$ cat src/rtl/cache_lru_fill_arbiter.sv
// cache_lru_fill_arbiter: round-robin fill arbitration with a starvation-bounded access client over one cache_lru.
// Fill always beats access until MAX_DROPS consecutive accesses have been preempted.
module cache_lru_fill_arbiter #(
    parameter int NUM_SETS        = 64,
    parameter int NUM_WAYS        = 4,
    parameter int NUM_REQUESTERS  = 4,
    parameter int MAX_DROPS       = 3,
    parameter int SET_INDEX_WIDTH = $clog2(NUM_SETS),
    parameter int WAY_INDEX_WIDTH = (NUM_WAYS > 1) ? $clog2(NUM_WAYS) : 1,
    parameter int REQ_ID_WIDTH    = $clog2(NUM_REQUESTERS)
) (
    input  logic                                      clk_i,
    input  logic                                      rst_ni,
    input  logic [NUM_REQUESTERS-1:0]                 req_valid_i,
    input  logic [NUM_REQUESTERS*SET_INDEX_WIDTH-1:0] req_set_i,
    output logic [NUM_REQUESTERS-1:0]                 req_ready_o,
    output logic                                      resp_valid_o,
    output logic [REQ_ID_WIDTH-1:0]                   resp_id_o,
    output logic [SET_INDEX_WIDTH-1:0]                resp_set_o,
    output logic [WAY_INDEX_WIDTH-1:0]                resp_way_o,
    input  logic                                      acc_en_i,
    input  logic [SET_INDEX_WIDTH-1:0]                acc_set_i,
    input  logic                                      acc_hit_i,
    input  logic [WAY_INDEX_WIDTH-1:0]                acc_hit_way_i,
    output logic                                      acc_dropped_o,
    output logic                                      lru_fill_en_o,
    output logic [SET_INDEX_WIDTH-1:0]                lru_fill_set_o,
    input  logic [WAY_INDEX_WIDTH-1:0]                lru_fill_way_i,
    output logic                                      lru_access_en_o,
    output logic [SET_INDEX_WIDTH-1:0]                lru_access_set_o,
    output logic                                      lru_update_en_o,
    output logic [WAY_INDEX_WIDTH-1:0]                lru_update_way_o
);
    logic [REQ_ID_WIDTH-1:0]    rr_ptr_q, rr_ptr_d, gnt_id, idx, resp_id_q;
    logic [3:0]                 drop_cnt_q, drop_cnt_d;
    logic [SET_INDEX_WIDTH-1:0] resp_set_q;
    logic                       starve, found, acc_drop;
    logic                       resp_valid_q, acc_dropped_q, access_granted_q;

    assign starve = acc_en_i && drop_cnt_q == 4'(MAX_DROPS);

    // Search from rr_ptr upward; ID arithmetic wraps because NUM_REQUESTERS is a power of two.
    always_comb begin
        gnt_id = '0;
        found  = 1'b0;
        idx    = '0;
        for (int i = 0; i < NUM_REQUESTERS; i++) begin
            idx = rr_ptr_q + REQ_ID_WIDTH'(i);
            if (!found && !starve && req_valid_i[idx]) begin
                found  = 1'b1;
                gnt_id = idx;
            end
        end
    end

    assign req_ready_o      = found ? {{(NUM_REQUESTERS-1){1'b0}}, 1'b1} << gnt_id : '0;
    assign lru_fill_en_o    = found;
    assign lru_fill_set_o   = req_set_i[gnt_id*SET_INDEX_WIDTH +: SET_INDEX_WIDTH];
    assign lru_access_en_o  = acc_en_i && !found;
    assign lru_access_set_o = acc_set_i;
    assign acc_drop         = acc_en_i && found;
    assign rr_ptr_d         = found ? gnt_id + 1'b1 : rr_ptr_q;
    assign drop_cnt_d       = lru_access_en_o ? 4'd0 :
                              (acc_drop && drop_cnt_q != 4'(MAX_DROPS)) ? drop_cnt_q + 4'd1 : drop_cnt_q;

    always_ff @(posedge clk_i or negedge rst_ni) begin
        if (!rst_ni) begin
            rr_ptr_q         <= '0;
            drop_cnt_q       <= '0;
            resp_valid_q     <= 1'b0;
            resp_id_q        <= '0;
            resp_set_q       <= '0;
            acc_dropped_q    <= 1'b0;
            access_granted_q <= 1'b0;
        end else begin
            rr_ptr_q         <= rr_ptr_d;
            drop_cnt_q       <= drop_cnt_d;
            resp_valid_q     <= found;
            acc_dropped_q    <= acc_drop;
            access_granted_q <= lru_access_en_o;
            if (found) begin
                resp_id_q  <= gnt_id;
                resp_set_q <= lru_fill_set_o;
            end
        end
    end

    assign resp_valid_o     = resp_valid_q;
    assign resp_id_o        = resp_id_q;
    assign resp_set_o       = resp_set_q;
    assign resp_way_o       = lru_fill_way_i;
    assign acc_dropped_o    = acc_dropped_q;
    assign lru_update_en_o  = acc_hit_i && access_granted_q;
    assign lru_update_way_o = acc_hit_way_i;
endmodule

$ cat config.mk
export PLATFORM = sky130hd
export DESIGN_NAME = cache_lru_fill_arbiter
export DESIGN_NICKNAME = d
export VERILOG_FILES = /design/src/rtl/cache_lru_fill_arbiter.sv
export SDC_FILE = /design/constraint.sdc
export NUM_CORES = 1
export LEC_CHECK = 0
export BUFFER_PORTS_ARGS = -buffer_cell sky130_fd_sc_hd__buf_2
export CORE_ASPECT_RATIO = 1.25
export CORE_MARGIN = 2
export CORE_UTILIZATION = 41
export DETAILED_ROUTE_END_ITERATION = 10
export GPL_TIMING_DRIVEN = 0
export PLACE_DENSITY = 0.79
export SYNTH_ARGS = -nofsm -noshare
export SYNTH_HDL_FRONTEND = slang
export SYNTH_SLANG_ARGS = --single-unit
export TNS_END_PERCENT = 30
$ cat constraint.sdc
create_clock -name clk_i -period 2.3 [get_ports clk_i]
set_input_delay 0.115 -clock clk_i [delete_from_list [all_inputs] [get_ports clk_i]]
set_output_delay 0.115 -clock clk_i [all_outputs]
set_load 0.03 [all_outputs]
## After elaboration in Yosys (flattened, before gate mapping)

Index checks and enable logic that the tools add are counted.

- Flip-flop bits (word level): 17
- Input bits: 42
- Output and inout bits: 33
- Word-level logic and storage cells: 58

- Add/sub/neg operators: 5
- Multiply operators: 1
- Magnitude comparators: 4
- Equal/unequal tests: 2
- Shift operators: 2
- Mux-type cells: 19
- Reduce and logical (&&, ||, !) cells: 18

Operator list:

| kind | number |
|---|---|
| indexed part select 24 x 6 -> 6 bit | 1 |
| logical AND 1 bit | 12 |
| < comparator 2 x 3 -> 1 bit, second input constant | 4 |
| 2-to-1 mux 4 bit | 3 |
| binary-select mux 1 bit (select 2 bit) | 4 |
| 2-to-1 mux 1 bit | 8 |
| 2-to-1 mux 2 bit | 4 |
| zero test 1 bit | 5 |
| adder 2 x 1 -> 2 bit, second input constant | 2 |
| adder 2 bit, second input constant | 2 |
| adder 4 x 1 -> 4 bit, second input constant | 1 |
| equality test 4 x 2 -> 1 bit, second input constant | 1 |
| multiplier 2 x 2 -> 4 bit, second input constant | 1 |
| != test 4 x 2 -> 1 bit, second input constant | 1 |
| left shift 1 x 2 -> 4 bit, first input constant | 1 |
| nonzero test 2 bit | 1 |

## Longest topological paths before layout

- Depth after elaboration: 21
- Depth in mapped cells: 8
- Depth with buffers taken out: 7

## Least setup slack after synthesis

OpenSTA, ideal clock, no wires.

- Path type: reg-to-output
- From: reg drop_cnt_q[0]
- To: out lru_fill_set_o[0]
- Data arrival time: 1.935 ns
- Data required time: 2.185 ns
- Path slack: 0.250 ns
- Stages on the path, launching flop included: 9
- Buffers on the path: 2
- Path through: dfrtp_1 -> ha_1 -> nand4bb_2 -> o21ai_1 -> a211o_1 -> buf_6 -> buf_6 -> mux2i_1 -> mux2i_1

- Longest elaborated chain between the ends: 19
- Elaborated cells on any way between the ends: 22
- Classes of those cells: 1 x mul; 1 x eq/ne; 1 x shift; 7 x mux; 12 x reduce/logical

Ends and longest elaborated chain:

| item | RTL line | source |
|---|---|---|
| start, declared | 35 | `logic [3:0] drop_cnt_q, drop_cnt_d;` |
| start signal, assigned | 77 | `drop_cnt_q <= drop_cnt_d;` |
| equality test 4 x 2 -> 1 bit (*) | 40 | `assign starve = acc_en_i && drop_cnt_q == 4'(MAX_DROPS);` |
| logical AND 1 bit (*) | 40 |  |
| zero test 1 bit (*) | 49 | `if (!found && !starve && req_valid_i[idx]) begin` |
| logical AND 1 bit | 49 |  |
| 2-to-1 mux 1 bit | 49 |  |
| zero test 1 bit | 49 |  |
| logical AND 1 bit (2 in series) | 49 |  |
| 2-to-1 mux 1 bit | 49 |  |
| zero test 1 bit | 49 |  |
| logical AND 1 bit (2 in series) | 49 |  |
| 2-to-1 mux 1 bit | 49 |  |
| zero test 1 bit | 49 |  |
| logical AND 1 bit (2 in series) | 49 |  |
| 2-to-1 mux 2 bit (*) | 49 |  |
| multiplier 2 x 2 -> 4 bit (*) | 58 | `assign lru_fill_set_o = req_set_i[gnt_id*SET_INDEX_WIDTH +: SET_INDEX_WIDTH];` |
| indexed part select 24 x 6 -> 6 bit (*) | 58 |  |
| end, declared | 27 | `output logic [SET_INDEX_WIDTH-1:0] lru_fill_set_o,` |

Every way passes the cells marked *; elsewhere a longest branch is shown, timed or not.

## Worst setup path in the final report

- From: reg drop_cnt_q[1]
- To: out lru_fill_set_o[2]

The elaborated chain is that of the path after synthesis.

==> reports/metrics.yaml <==
status: "finished clean"
cap_violations: 0
start_kind: "register"
hold_viol_final: 0
synth_cells: 109
met2_usage_pct: 32.5
cp_data_arrival_time_ns: 2.13
crit_path_cell_trace: "ha_4 > nand4bb_4 > o21ai_2 > a211o_1 > buf_6 > buf_12 > mux2i_4 > mux2i_1 > buf_4"
drt-wirelength-per-cell_um: 13.3
track_usage_pct: 17.2
cts_buffer_depth: 2
area_growth_pct: 47.1
period_share_pct: 97.5
antenna_found_initial: 0
drt_iter0_drc: 16
tightest_slew_ns: 0.516
fin_nets: 227
drc: 0
seq_area_frac_synth_pct: 38.8
io_pins: 75
cts_root_buf: "clkbuf_4"
path_clk_slew_ns: 0.10
grt_max_degree: 18
globalplace.congestion: 0.706
power.total_mw: 2.08
synth_edf_count: 0
insertion_delay_ns: 0.29
cts_tree: "done"
dp.final_hpwl_um: 2190
synth_ff_type: "dfrtp_1"
grt_pass1_vias: 928
final_cell_mix: "buf_2 (62), buf_4 (17), dfrtp_1 (17)"
initial_core_util_pct: 42.2
core_mm2: 0.00260
syn_area_mm2: 0.00110
p_leak_nw: 0.854
drv_slew: 0
wl_um: 2900
synth_fp_nets: 152
ant_nets: 0
path_max_fanout: 10
worst-endpoint-required_ns: 2.18
rows: 21
diodes: 0
syn_avg_cell_area_um2: 10.1
utilization_pct: 62.0
period_needed_ns: 2.24
max_stage_delay_ns: 0.44
num-fill-cells: 217
htree_levels: 1
final_common_cell: "buf_2"
die_area_mm2: 0.00311
setup_viol: 0
slew_headroom_pct: 65.6
synth-seq-cells: 17
path_buf_inv: 3
grt-ovfl-total: 0
setup.worst_path.class: "reg2out"
grtUsageMet3_pct: 2.87
dieWidth_um: 50.3
skew_ns: 0.00355
cts_made_buffers: 3
cp_top_family: "buffers and inverters"
yosys_warnings: 0
worstHoldPathType: "in2reg"
via_per_inst: 5.17
max_freq_ghz: 0.446
synthDistinctLibCells: 34
vias: 1122
busiest_layer: "met2"
ir_drop_mv: 0.756
met1_usage_pct: 18.5
cellPowerDensity_mw_per_mm2: 1290
rsz0062_at_grt: "yes"
grt_first_pass_wirelength_um: 3990
end_kind: "output pin"
die_h_um: 61.8
cp_slowest_cell: "dfrtp_1"
hold-worst-slack_ns: 0.148
portBuffers: 64
async_reset_ff_share_pct: 100
clkSinkCount: 17
final_layout_size_suffix_gt1_share_pct: 54.6
drt_pre_antenna_iters: 4
==> cells in the mapped netlist (2+ instances only) <==
| library cell | n | area (µm²) |
|---|---|---|
| nor2_1 | 3 | 11.3 |
| a211o_1 | 2 | 17.5 |
| nand3_1 | 2 | 10.0 |
| inv_1 | 5 | 18.8 |
| buf_6 | 2 | 22.5 |
| dfrtp_1 | 17 | 425 |
| o221ai_1 | 6 | 52.6 |
| a21oi_1 | 2 | 10.0 |
| buf_4 | 11 | 82.6 |
| o21ai_0 | 3 | 15.0 |
| mux2i_1 | 18 | 180 |
| and2_1 | 2 | 12.5 |
| nand2b_1 | 2 | 12.5 |
| nand2_1 | 14 | 52.6 |
==> kinds of logic after synthesis <==
family | count (synthesis) | synth area share [%]
DFF | 17 | 38.8
muxes | 19 | 17.4
and+or+nand+nor | 30 | 14.8
AOI/OAI and AO/OA | 22 | 15.8
buffers and inverters | 20 | 12.0
adders and majority gates | 1 | 1.14
==> cell type report <==
type | count | area [µm²] | share of cell area (%)
multi-input combinational | 72 | 592 | 36.7
inverter | 6 | 22.5 | 1.40
timing repair buffer | 70 | 385 | 23.9
clock buffer | 3 | 22.5 | 1.40
sequential | 17 | 425 | 26.4
tap | 34 | 42.5 | 2.64
clock inverter | 1 | 5.00 | 0.310
buffer | 14 | 119 | 7.36
==> worst min-delay path, delay by kind of cell <==
kind            cells  cell delay [ns]
compound gates      1             0.15
buf+inv             1             0.08
mux                 1             0.07
==> layer usage <==
metal  vias up  wire, µm
met5         -         0
met4         0        46
met3         4       219
met2        53      1550
met1       528      1080
li1        537         -
==> what timing repair did <==
| action | 4_1_cts | 5_1_grt |
|---|---|---|
| buffers inserted | 1 | 4 |
| pin swaps | 0 | 1 |
| hold endpoints to repair | 17 | 0 |
| resized for setup | 3 | 13 |
| endpoints found under the setup margin | 3 | 7 |
| hold buffers | 1 | 0 |
==> stage by stage <==
stage               instance area [µm²]  setup TNS (ns)  worst slack (ns)  std cells
finish                             1610               0            0.0573        217
global route                       1610          -0.113           -0.0419        217
CTS                                1510               0            0.0232        213
detailed placement                 1460               0             0.268        207
global placement                   1460               0             0.304        207
floorplan                          1100               0             0.250        109
==> flip-flops by register name, summed over array words and instances, names as in the netlist <==
name              count
access_granted_q      1
resp_set_o            6
rr_ptr_q              2
resp_id_o             2
resp_valid_o          1
acc_dropped_o         1
drop_cnt_q            4
==> path summary, 6_finish.rpt <==
path	from	end	slack (ns)	depth (start not counted)
setup reg to reg	drop_cnt_q[1]	resp_set_o[3]	0.50	8
hold reg to reg	resp_id_o[1]	resp_id_o[1]	0.49	2
max in group asynchronous	rst_ni	acc_dropped_o	1.76	2
min in group asynchronous	rst_ni	resp_valid_o	0.27	2
hold / removal	req_set_i[10]	resp_set_o[4]	0.15	3
setup / recovery	drop_cnt_q[1]	lru_fill_set_o[2]	0.06	9
==> power breakdown <==
| group | leakage, nW | total (mW) | internal (mW) | switching, mW |
|---|---|---|---|---|
| combinational | 0.633 | 1.39 | 0.590 | 0.798 |
| sequential | 0.203 | 0.532 | 0.428 | 0.104 |
| clock | 0.0177 | 0.160 | 0.0647 | 0.0953 |
| total | 0.854 | 2.08 | 1.08 | 0.997 |
(Power assumes the default switching activity.)
